[src/rtl/et_bpc_sng.sv]
// et_bpc_sng -- bit-parallel stochastic number generator.
//
// Emits a 2^L-bit stochastic stream per channel. A free-running TW-bit counter
// is sliced into N W-bit fields; each channel compares the bit-reversed field
// (a van der Corput low-discrepancy sequence) against its latched binary
// operand. Low counter bits are also exported as constant 0.5 streams.
//
// Ports:
//   clk        rising-edge clock
//   rst_n      asynchronous active-low reset
//   start      begin a new stream (only accepted while idle)
//   len_log2   stream length exponent L (clamped to TW)
//   corr       per channel: 1 = reuse slice 0 (correlated), 0 = own slice
//   Bxs        per-channel binary operands
//   out_ready  consumer accepts the current bit vector
//   busy       stream in progress
//   out_valid  Xs/Xcs carry a valid stream bit
//   Xs         stochastic bits, one per channel
//   Xcs        constant 0.5-probability streams
//   done       one-cycle pulse after the final bit transfers
module et_bpc_sng #(
    parameter  int W  = 8,
    parameter  int N  = 2,
    parameter  int NC = 1,
    localparam int TW = N * W,
    localparam int LW = $clog2(TW + 1)
) (
    input  logic          clk,
    input  logic          rst_n,
    input  logic          start,
    input  logic [LW-1:0] len_log2,
    input  logic [N-1:0]  corr,
    input  logic [W-1:0]  Bxs [N],
    input  logic          out_ready,
    output logic          busy,
    output logic          out_valid,
    output logic [N-1:0]  Xs,
    output logic [NC-1:0] Xcs,
    output logic          done
);

    typedef enum logic {
        IDLE = 1'b0,
        RUN  = 1'b1
    } state_t;

    state_t          state, state_nxt;
    logic [TW-1:0]   cnt;
    logic [W-1:0]    bx_q [N];
    logic [N-1:0]    corr_q;
    logic [LW-1:0]   lq;
    logic [LW-1:0]   lq_clamp;
    logic [TW-1:0]   mask;
    logic            xfer;
    logic            last;
    logic            load;
    logic [W-1:0]    slice [N];
    logic [W-1:0]    rev   [N];

    assign lq_clamp = (len_log2 > LW'(TW)) ? LW'(TW) : len_log2;
    assign busy     = (state == RUN);
    assign out_valid = busy;
    assign xfer     = busy && out_ready;
    assign load     = (state == IDLE) && start;

    // M = 2^Lq - 1 built bitwise so Lq = TW yields all-ones without a wider shift.
    always_comb begin
        mask = '0;
        for (int unsigned k = 0; k < TW; k++) begin
            if (k < 32'(lq)) begin
                mask[k] = 1'b1;
            end
        end
    end

    assign last = ((cnt & mask) == mask);

    always_comb begin
        state_nxt = state;
        case (state)
            IDLE: if (start)        state_nxt = RUN;
            RUN:  if (xfer && last) state_nxt = IDLE;
            default:                state_nxt = IDLE;
        endcase
    end

    always_ff @(posedge clk or negedge rst_n) begin
        if (!rst_n) begin
            state <= IDLE;
        end else begin
            state <= state_nxt;
        end
    end

    always_ff @(posedge clk or negedge rst_n) begin
        if (!rst_n) begin
            cnt    <= '0;
            bx_q   <= '{default: '0};
            corr_q <= '0;
            lq     <= '0;
            done   <= 1'b0;
        end else begin
            done <= xfer && last;
            if (load) begin
                bx_q   <= Bxs;
                corr_q <= corr;
                lq     <= lq_clamp;
                cnt    <= '0;
            end else if (xfer) begin
                cnt <= cnt + TW'(1);
            end
        end
    end

    always_comb begin
        Xs = '0;
        for (int unsigned i = 0; i < N; i++) begin
            slice[i] = corr_q[i] ? cnt[0 +: W] : cnt[i*W +: W];
            for (int unsigned b = 0; b < W; b++) begin
                rev[i][b] = slice[i][W-1-b];
            end
            Xs[i] = busy && (rev[i] < bx_q[i]);
        end
    end

    assign Xcs = busy ? cnt[NC-1:0] : '0;

endmodule
[config.mk]
export PLATFORM = sky130hd
export DESIGN_NAME = et_bpc_sng
export DESIGN_NICKNAME = d
export VERILOG_FILES = /design/src/rtl/et_bpc_sng.sv
export SDC_FILE = /design/constraint.sdc
export NUM_CORES = 1
export LEC_CHECK = 0
export ABC_CLOCK_PERIOD_IN_PS = 2800
export BUFFER_PORTS_ARGS = -buffer_cell sky130_fd_sc_hd__buf_2
export CORE_ASPECT_RATIO = 0.9
export CORE_MARGIN = 10
export CORE_UTILIZATION = 50
export CTS_BUF_LIST = sky130_fd_sc_hd__clkbuf_8
export CTS_CLUSTER_DIAMETER = 120
export DETAILED_ROUTE_END_ITERATION = 12
export GPL_TIMING_DRIVEN = 0
export HOLD_SLACK_MARGIN = 0.02
export PLACE_DENSITY = 0.71
export REMOVE_ABC_BUFFERS = 1
export SYNTH_ARGS = -nofsm -noshare
export SYNTH_HDL_FRONTEND = slang
export SYNTH_SLANG_ARGS = --single-unit
[constraint.sdc]
create_clock -name clk -period 2.8 [get_ports clk]
set_input_delay 0.14 -clock clk [delete_from_list [all_inputs] [get_ports clk]]
set_output_delay 0.14 -clock clk [all_outputs]
set_load 0.01 [all_outputs]
# Word-level counts from Yosys, hierarchy flattened

Index checks and enable logic that the tools add are counted.

Register bits: 41
Input bits: 27
Output and inout bits: 6
Logic and storage cells: 60

$add $sub $neg: 1
Order comparisons: 19
Equal/unequal tests: 1
Multiplexer cells: 24
Bitwise gates (word level): 2
Reduce and logical (&&, ||, !) cells: 6

Operators by type and width:

| operator                                             | count |
|---|---|
| < comparator 4 x 5 -> 1 bit, first input constant    | 8 |
| two-way mux 16 bit                                   | 2 |
| < comparator 3 x 5 -> 1 bit, first input constant    | 4 |
| two-way mux 1 bit                                    | 19 |
| adder 16 x 1 -> 16 bit, second input constant        | 1 |
| AND 16 bit                                           | 1 |
| equality test 16 bit                                 | 1 |
| < comparator 8 bit                                   | 2 |
| < comparator 1 x 5 -> 1 bit, first input constant    | 2 |
| < comparator 2 x 5 -> 1 bit, first input constant    | 2 |
| two-way mux 8 bit                                    | 1 |
| greater-than comparator 5 bit, second input constant | 1 |
| logical AND 1 bit                                    | 5 |
| two-way mux 5 bit                                    | 1 |
| one-hot mux 1 bit (2 select lines)                   | 1 |
| nonzero test 2 bit                                   | 1 |
| NOT 1 bit                                            | 1 |

# Depth between registers and ports, before layout

Gate-level depths: netlist (run 1).

Depth after elaboration: 7
Gate-level depth with buffers: 7

# Least setup slack after synthesis (run 1)

No wires, ideal clock.

Path kind: register -> output
From: register corr_q[1]
To: output port Xs[1]
Arrival: 1.900 ns
Setup slack: 0.760 ns
Stages on the path, launching flop included: 8
Buffers on the path: 1
Path through: dfrtp_1 -> clkbuf_1 -> mux2_2 -> ha_1 -> a21oi_1 -> nor2b_1 -> nor4b_1 -> o31a_1

Longest elaborated chain between the ends: 3

RTL lines:

| what                   | line | text |
|---|---|---|
| start, declared        | 50   | `logic [N-1:0] corr_q;` |
| start signal, assigned | 106  | `corr_q <= corr;` |
| two-way mux 8 bit      | 118  | `slice[i] = corr_q[i] ? cnt[0 +: W] : cnt[i*W +: W];` |
| < comparator 8 bit     | 122  | `Xs[i] = busy && (rev[i] < bx_q[i]);` |
| logical AND 1 bit      | 122  |  |
| end, declared          | 37   | `output logic [N-1:0] Xs,` |

Every way passes these cells.

# Worst setup path in the final report (run 1)

Same ends and word-level chain as after synthesis.

==> results of run 1 <==
[cell type report]
class                      count  area [µm²]
fill                         409        1821
multi-input combinational    184        1172
sequential                    40        1001
timing repair buffer          33       192.7
clock buffer                   7       96.34
tap                           62       77.57
inverter                      19       71.32
[final timing paths]
check                           from      end  slack, ns  cells after the start
max                        corr_q[1]    Xs[1]       0.32                      7
min                           Bxs[8]  bx_q[8]       0.04                      3
max reg2reg                     busy  cnt[13]       0.68                      5
min reg2reg                  bx_q[8]  bx_q[8]       0.49                      2
max in group asynchronous      rst_n  bx_q[3]       1.72                      2
min in group asynchronous      rst_n  bx_q[9]       0.52                      2
[cells in the final DEF (no fill, tap or decap), types with 2 or more instances in the layout]
| cell | count |
|---|---|
| o211ai_1 | 2 |
| nor2b_1 | 4 |
| mux2_2 | 7 |
| o21ai_0 | 27 |
| buf_2 | 31 |
| nor3_1 | 2 |
| nand3b_1 | 5 |
| a31oi_1 | 2 |
| nand4_1 | 2 |
| nor4_1 | 2 |
| and3_1 | 3 |
| nand3_1 | 11 |
| mux2i_1 | 5 |
| inv_1 | 19 |
| o31ai_1 | 5 |
| xor2_1 | 2 |
| nand2_1 | 45 |
| dfrtp_1 | 40 |
| a21o_1 | 3 |
| a21oi_1 | 12 |
| or3_1 | 2 |
| a32o_1 | 2 |
| nand2b_1 | 2 |
| clkbuf_8 | 7 |
| nor2_1 | 8 |
| ha_1 | 15 |
[through the flow]
stage                     worst slack, ns  power [µW]  std cells  setup TNS, ns  hold WS [ns]
after detailed placement           0.6287        1770        337              0        0.3210
after CTS                          0.3126        2184        345              0       0.03429
final                              0.3181        2162        345              0       0.03677
after global placement            -0.1631        1723        336         -2.827        0.3125
after floorplan                    0.5650        1505        243              0       -0.1556
after global routing               0.2205        2359        345              0       0.03398
[kinds of logic after synthesis]
group | share of synthesized area (%)
AO/OA/AOI/OAI | 16.85
multiplexers | 5.635
XOR/XNOR | 1.149
buffers and inverters | 5.088
flip-flops | 43.76
AND/OR/NAND/NOR | 18.82
adder cells (fa/ha/maj) | 8.698
[routing by layer]
metal	up-vias	track usage [%]	share of wire, %
met4	0	3.698	0.94
met5	-	0	0
met1	867	18.23	49
li1	946	-	-
met3	7	3.470	4.6
met2	42	21.52	46
[sequential cells by signal, indices dropped and copies added, names as in the netlist]
signal / flops
bx_q: 16
cnt: 16
lq: 5
busy: 1
corr_q: 1
done: 1
[report_power, final]
| group | internal, µW | leakage, µW | switching (µW) |
|---|---|---|---|
| Combinational | 381 | 0.000685 | 409 |
| Sequential | 761 | 0.000507 | 200 |
| Clock | 220 | 0.0000503 | 193 |
[timing repair]
item,in CTS,in global routing
hold buffers,1,0
resized for setup,0,0
hold endpoints to repair,31,0
[critical path, delay by kind of cell, from the launching register on]
kind / cells / cell delay, ns
muxes: 1 / 0.40
AOI/OAI and AO/OA: 2 / 0.32
and+or+nand+nor: 2 / 0.35
buffers and inverters: 1 / 0.13
adders and majority gates: 1 / 0.29
DFF: 1 / 0.57
==> metrics.yaml, run 1 <==
ys_warn_count: 0
ys_seq_area_share_pct: 43.76
clock_latency_ns: 0.29
via_per_inst: 5.397
overflow: 0
crit_path_end_kind: "output pin"
start_util_pct: 51.61
cap_violations: 0
crit_path_start_kind: "flip-flop"
fin_area_mm2: 0.002611
crit_type: "reg2out"
die_area_mm2: 0.007683
status: "completed"
avgSynthCellArea_um2: 9.005
synth_area_leader_cell: "dfrtp_1"
syn-cell-area_mm2: 0.002287
power_density_mw_per_mm2: 828.0
synth_cells: 254
gr-usage-all-layers_pct: 13.68
pin_count: 33
cts_sinks: 40
tightest_slew_ns: 0.9103
synth_top_area_share_pct: 43.76
yosysUniqueCellTypes: 41
synth-seq-cells: 40
slew_headroom_pct: 39.32
synth_ff_type: "dfrtp_1"
dpl.hpwl_mm: 3.728
fmax_mhz: 402.9
timing.final.crit_share_pct: 88.64
synth_edf_count: 0
layout-drive-gt1-share_pct: 18.02
cts_buffers: 5
grt_max_degree: 41
drt_iter0_drc: 106
synthArstFlopShare_pct: 100.0
postLayoutCoreUtil_pct: 58.92
hold_class: "in2reg"
cp.required_ns: 2.66
peakVddDrop_mv: 0.3988
path_cells: "mux2_2, ha_1, a21oi_1, nor2b_1, nor4b_1, o31a_1, buf_2"
grt_pass1_vias: 1848
drt_wl_total_mm: 5.109
rsz0062_at_grt: "no"
slew_viol_final: 0
core_area_mm2: 0.004432
crit_fanout: 9
path_clk_slew_ns: 0.08
nets: 325
yosys-top-cells-area: "dfrtp_1, ha_1, nand2_1"
dr.pass1.iters: 4
crit_path_max_incr_delay_ns: 0.57
worst_path_max_delay_cell: "dfrtp_1"
syn2layout_area_growth_pct: 14.17
rows: 23
dieWidth_um: 91.29
leakage_uw: 0.001242
port_buffers: 31
cts_max_level: 2
finalSetupViolations: 0
cts_tree: "done"
cts-root-buf: "clkbuf_8"
place_area_mm2: 0.002505
drc: 0
ant_nets: 0
synth_top_cells_by_count: "nand2_1, dfrtp_1, o21ai_0, inv_1, ha_1"
cp.arrival_ns: 2.34
min_period_ns: 2.482
final_hold_viol_count: 0
antenna_found_initial: 0
place_congestion: 0.8838
grt_pass1_wl_mm: 8.797
die_y_um: 84.17
finClkSkew_ns: 0.006501
post_cts.repair.setup_buffers: 0
num_antenna_cells: 0
num_vias: 1862
clockBufferDepth: 2
synthMostInstantiatedCell: "nand2_1"
wl_per_cell_um: 14.81
Power figures use the tool's default switching activity.
==> inputs of run 2 (changes only) <==
--- a/config.mk
+++ b/config.mk
@@ -5,7 +5,7 @@
 export SDC_FILE = /design/constraint.sdc
 export NUM_CORES = 1
 export LEC_CHECK = 0
-export ABC_CLOCK_PERIOD_IN_PS = 2800
+export ABC_CLOCK_PERIOD_IN_PS = 2450
 export BUFFER_PORTS_ARGS = -buffer_cell sky130_fd_sc_hd__buf_2
 export CORE_ASPECT_RATIO = 0.9
 export CORE_MARGIN = 10
==> constraint.sdc (replaced) <==
create_clock -name clk -period 2.45 [get_ports clk]
set_input_delay 0.1225 -clock clk [delete_from_list [all_inputs] [get_ports clk]]
set_output_delay 0.1225 -clock clk [all_outputs]
set_load 0.01 [all_outputs]
==> run 2 against run 1 <==
Against the previous run: cell count increased by 0.29%; sequential power is 15% higher; largest power group unchanged; critical path type unchanged; largest cell class unchanged; global-route usage about the same; sequential share of layout area is 0.12 points lower.
==> metrics.yaml, run 2 (synthesis results as in run 1) <==
status: "completed"  # unchanged
path_clk_slew_ns: 0.07  # was 0.08 ns
cp.arrival_ns: 2.24  # was 2.34 ns
start_util_pct: 51.61  # unchanged
nets: 326  # was 325
dieWidth_um: 91.29  # unchanged
reg_top3: "bx_q: 16 flops, cnt: 16 flops, lq: 5 flops"  # unchanged
final_cell_mix: "nand2_1, dfrtp_1, buf_2"  # unchanged
fin_hold_ws_ns: 0.02463  # was 0.03677 ns
grt_max_degree: 41  # unchanged
multi_input_area_mm2: 0.001172  # unchanged
layout-drive-gt1-share_pct: 18.31  # was 18.02%
slew_viol_final: 0  # unchanged
peakVddDrop_mv: 0.4559  # was 0.3988 mV
cts-root-buf: "clkbuf_8"  # unchanged
fin_setup_tns_ns: 0  # unchanged
drt_wl_total_mm: 5.124  # was 5.109 mm
rsz0062_at_grt: "no"  # unchanged
slew_headroom_pct: 39.20  # was 39.32%
clock_latency_ns: 0.29  # about the same
power_density_mw_per_mm2: 943.7  # was 828.0 mW/mm²
die_area_mm2: 0.007683  # unchanged
cts_max_level: 2  # unchanged
crit_type: "reg2out"  # unchanged
core_area_mm2: 0.004432  # unchanged
num_antenna_cells: 0  # unchanged
fmax_mhz: 423.7
crit_fanout: 9  # unchanged
die_y_um: 84.17  # unchanged
syn2layout_area_growth_pct: 14.66  # was 14.17%
pin_count: 33  # unchanged
cap_violations: 0  # unchanged
via_per_inst: 5.370  # was 5.397
tightest_slew_ns: 0.9120  # was 0.9103 ns
finalSetupViolations: 0  # unchanged
grt_pass1_wl_mm: 8.811  # was 8.797 mm
place_area_mm2: 0.002505  # unchanged
overflow: 0  # unchanged
cts_sinks: 40  # unchanged
final_hold_viol_count: 0  # unchanged
crit_path_max_incr_delay_ns: 0.49  # was 0.57 ns
regArea_mm2: 0.001002  # was 0.001001 mm²
drt_iter0_drc: 113  # was 106
cts_tree: "done"  # unchanged
rows: 23  # unchanged
timing.final.crit_share_pct: 96.33
fillers: 407  # was 409
gr-usage-all-layers_pct: 13.70  # was 13.68%
place_congestion: 0.8838  # unchanged
wl_per_cell_um: 14.81  # about the same
leakage_uw: 0.001245  # was 0.001242 µW
grt_pass1_vias: 1851  # was 1,848
hold_class: "in2reg"  # unchanged
clockBufferDepth: 2  # unchanged
cts_buffers: 5  # unchanged
path_cells: "mux2_2, ha_1, a21oi_1, nor2b_1, nor4b_1, o31a_1, buf_2"  # unchanged
crit_path_end_kind: "output pin"  # unchanged
dpl.hpwl_mm: 3.728  # unchanged
antenna_found_initial: 0  # unchanged
fin_area_mm2: 0.002623  # was 0.002611 mm²
ant_nets: 0  # unchanged
drc: 0  # unchanged
post_cts.repair.setup_buffers: 0  # unchanged
crit_path_start_kind: "flip-flop"  # unchanged
dr.pass1.iters: 5  # was 4
port_buffers: 31  # unchanged
final_common_cell: "nand2_1"  # unchanged
min_period_ns: 2.360
cp.required_ns: 2.33  # was 2.66 ns
finClkSkew_ns: 0.006748  # was 0.006501 ns
worst_path_max_delay_cell: "dfrtp_2"  # was dfrtp_1
num_vias: 1858  # was 1,862
-- run 2: cell types whose count changed in the layout (fill, tap and decap cells not counted) --
cell,before,now
dfrtp_2,0,1
dfrtp_1,40,39
dlygate4sd3_1,1,2
-- run 2: through the flow --
step                utilization, %  total power, µW  setup WS (ns)  std cells
global route                 59.18             2699       0.002307        346
global placement             55.84             1969        -0.5131        336
CTS                          59.18             2498        0.08475        346
finish                       59.18             2475        0.08990        346
floorplan                        -             1720         0.2150        243
detailed placement           56.52             2022         0.2962        337
-- run 2: repair_timing --
item	4_1_cts	5_1_grt
setup endpoints to repair	1	0
endpoints found under the hold margin	41	0
resized for setup	1	0
hold buffers	2	0
-- run 2: area by class of cell --
| cell class | count | area share (%) |
|---|---|---|
| Sequential cell | 40 | 38.22 |
| Multi-Input combinational cell | 184 | 44.70 |
| Clock buffer | 7 | 3.674 |
| Timing Repair Buffer | 34 | 7.729 |
| Tap cell | 62 | 2.958 |
| Inverter | 19 | 2.719 |
-- run 2: final timing paths --
path,start,to,slack [ns],cells past startpoint
max,corr_q[1],Xs[1],0.09,7
min reg2reg,bx_q[8],bx_q[8],0.49,2
min in group asynchronous,rst_n,bx_q[9],0.50,2
max in group asynchronous,rst_n,corr_q[1],1.32,2
max reg2reg,busy,cnt[13],0.32,5
min,Bxs[0],bx_q[0],0.02,3
-- run 2: per-layer routing --
metal,share of wire [%],vias to the layer above,global-route usage (%)
met4,0.94,0,3.698
met3,4.3,7,3.470
met1,49,864,18.28
met5,0,-,0
li1,-,949,-
met2,46,38,21.52
-- run 2: worst max-delay path: cells and delay by family (launching register included) --
kind	cells	cell delay, ns
compound gates	2	0.32
fa+ha+maj	1	0.29
buf+inv	1	0.13
flops	1	0.49
mux	1	0.37
simple gates	2	0.35
-- run 2: where the power goes --
group	internal (µW)	leakage [µW]	switching [µW]	total [µW]
clock	251	0.0000503	221	472
sequential	871	0.000505	228	1100
combinational	436	0.000690	468	904
==> inputs of run 3 (changes only) <==
--- a/config.mk
+++ b/config.mk
@@ -6,16 +6,15 @@
 export NUM_CORES = 1
 export LEC_CHECK = 0
 export ABC_CLOCK_PERIOD_IN_PS = 2450
-export BUFFER_PORTS_ARGS = -buffer_cell sky130_fd_sc_hd__buf_2
 export CORE_ASPECT_RATIO = 0.9
 export CORE_MARGIN = 10
 export CORE_UTILIZATION = 50
 export CTS_BUF_LIST = sky130_fd_sc_hd__clkbuf_8
 export CTS_CLUSTER_DIAMETER = 120
 export DETAILED_ROUTE_END_ITERATION = 12
+export DONT_BUFFER_PORTS = 1
 export GPL_TIMING_DRIVEN = 0
 export HOLD_SLACK_MARGIN = 0.02
-export PLACE_DENSITY = 0.71
 export REMOVE_ABC_BUFFERS = 1
 export SYNTH_ARGS = -nofsm -noshare
 export SYNTH_HDL_FRONTEND = slang
==> run 3 against run 2 <==
Against the previous run: clock skew is essentially flat; via count down 1.2%; global-route usage is 0.21 points lower; non-clock buffer count fell by 7; final area is 3.3% higher; maximum frequency increased by 4.7%; power fell by 1.8%; count of clock-buffer cells in the layout shrank 1; cell count down 1.7%; worst hold slack improved by 0.0081 ns; die area is the same; critical endpoint unchanged; largest cell class unchanged; largest power group unchanged; highest routed layer unchanged.
==> metrics.yaml, run 3 (synthesis results as in run 1) <==
power_density_mw_per_mm2: 896.9  # was 943.7 mW/mm²
overflow: 0  # unchanged
crit_path_start_kind: "flip-flop"  # unchanged
crit_path_end_kind: "output pin"  # unchanged
dr.pass1.iters: 4  # was 5
place_ws_ns: 0.2926  # was 0.2962 ns
die_area_mm2: 0.007683  # unchanged
layout-drive-gt1-share_pct: 7.914  # was 18.31%
regArea_mm2: 0.001002  # unchanged
nets: 319  # was 326
final_cell_mix: "nand2_1, dfrtp_1, o21ai_0"  # was nand2_1, dfrtp_1, buf_2
path_clk_slew_ns: 0.08  # was 0.07 ns
pin_count: 33  # unchanged
grt_pass1_wl_mm: 8.562  # was 8.811 mm
instances_no_fill: 340  # was 346
peakVddDrop_mv: 0.4916  # was 0.4559 mV
syn2layout_area_growth_pct: 18.44  # was 14.66%
dp.cells: 306  # was 337
rows: 23  # unchanged
finalSetupViolations: 0  # unchanged
fmax_mhz: 443.7  # was 423.7 MHz
final_common_cell: "nand2_1"  # unchanged
finClkSkew_ns: 0.006985  # was 0.006748 ns
drt_wl_total_mm: 5.025  # was 5.124 mm
via_per_inst: 5.397  # was 5.370
multi_input_area_mm2: 0.001172  # unchanged
timing.final.crit_share_pct: 92.00  # was 96.33%
wl_per_cell_um: 14.78  # was 14.81 µm
core_area_mm2: 0.004432  # unchanged
dpl.hpwl_mm: 3.525  # was 3.728 mm
tightest_slew_ns: 0.7155  # was 0.9120 ns
ant_nets: 0  # unchanged
die_y_um: 84.17  # unchanged
postLayoutCoreUtil_pct: 61.12  # was 59.18%
leakage_uw: 0.001237  # was 0.001245 µW
cts_max_level: 2  # unchanged
crit_type: "reg2out"  # unchanged
antenna_found_initial: 0  # unchanged
grt_pass1_vias: 1755  # was 1,851
hold_class: "in2reg"  # unchanged
cts_tree: "done"  # unchanged
slew_headroom_pct: 52.09  # was 39.20%
drt_iter0_drc: 116  # was 113
final_hold_viol_count: 0  # unchanged
gr-usage-all-layers_pct: 13.49  # was 13.70%
start_util_pct: 51.61  # unchanged
slew_viol_final: 0  # unchanged
place_congestion: 0.8384  # was 0.8838
reg_top3: "bx_q: 16 flops, cnt: 16 flops, lq: 5 flops"  # unchanged
cts-root-buf: "clkbuf_8"  # unchanged
cts_buffers: 5  # unchanged
place_area_mm2: 0.002350  # was 0.002505 mm²
port_buffers: 0  # was 31
crit_fanout: 7  # was 9
cap_violations: 0  # unchanged
grt_max_degree: 41  # unchanged
clock_latency_ns: 0.29  # about the same
drc: 0  # unchanged
cp.arrival_ns: 2.13  # was 2.24 ns
status: "completed"  # unchanged
rsz0062_at_grt: "no"  # unchanged
fin_area_mm2: 0.002709  # was 0.002623 mm²
dieWidth_um: 91.29  # unchanged
fin_hold_ws_ns: 0.03274  # was 0.02463 ns
cp.required_ns: 2.33  # about the same
cts_sinks: 40  # unchanged
num_vias: 1835  # was 1,858
timing.final.ws_setup_ns: 0.1960  # was 0.08990 ns
fillers: 399  # was 407
clockBufferDepth: 2  # unchanged
min_period_ns: 2.254  # was 2.360 ns
num_antenna_cells: 0  # unchanged
-- run 3: changes by cell type in the layout (fill, tap and decap cells not counted), sizes merged --
cell         delta
clkbuf          -1
dlygate4sd3    +22
inv             +2
buf            -29
-- run 3: path summary, 6_finish.rpt --
kind	startpoint	to	slack (ns)	depth (start not counted)
setup / recovery	corr_q[1]	Xs[1]	0.20	6
hold / removal	start	busy	0.03	2
setup reg to reg	busy	cnt[13]	0.27	5
hold reg to reg	bx_q[8]	bx_q[8]	0.48	2
max in group asynchronous	rst_n	corr_q[1]	1.96	2
min in group asynchronous	rst_n	cnt[13]	0.29	2
-- run 3: worst max-delay path: stages, from the launching register on --
cell and delay (ns):
dfrtp_2 0.44, mux2_2 0.36, ha_1 0.29, a21oi_1 0.15, nor2b_1 0.06, nor4b_1 0.29, o31a_1 0.25
-- run 3: repair_timing --
| action | in CTS | in global routing |
|---|---|---|
| hold buffers | 25 | 0 |
| gates resized for setup | 0 | 1 |
| hold endpoints to repair | 64 | 0 |
| buffers inserted | 0 | 1 |
| endpoints found under the setup margin | 0 | 1 |
-- run 3: layout make-up --
class	instances	share of cell area, %
clock inverter	2	0.2771
inverter	19	2.633
sequential	40	37.00
timing repair buffer	27	10.90
tap	62	2.864
multi-input combinational	184	43.28
clock buffer	6	3.048
-- run 3: stage by stage --
step,power [µW],TNS [ns]
floorplan,1720,0
global placement,1909,-15.54
detailed placement,1942,0
CTS,2435,0
global route,2651,0
finish,2430,0
-- run 3: report_power, final --
part	internal, µW	leakage [µW]	switching [µW]
Clock	221	0.0000538	223
Sequential	871	0.000505	224
Combinational	431	0.000678	458
Total	1520	0.00124	906
-- run 3: routing by layer --
layer  vias to the layer above  GRT usage (%)  share of wire (%)
met2                        37          20.42                 45
met3                         4          3.203                5.3
met4                         0          5.548                1.0
met1                       854          18.03                 48
li1                        940              -                  -
met5                         -              0                  0
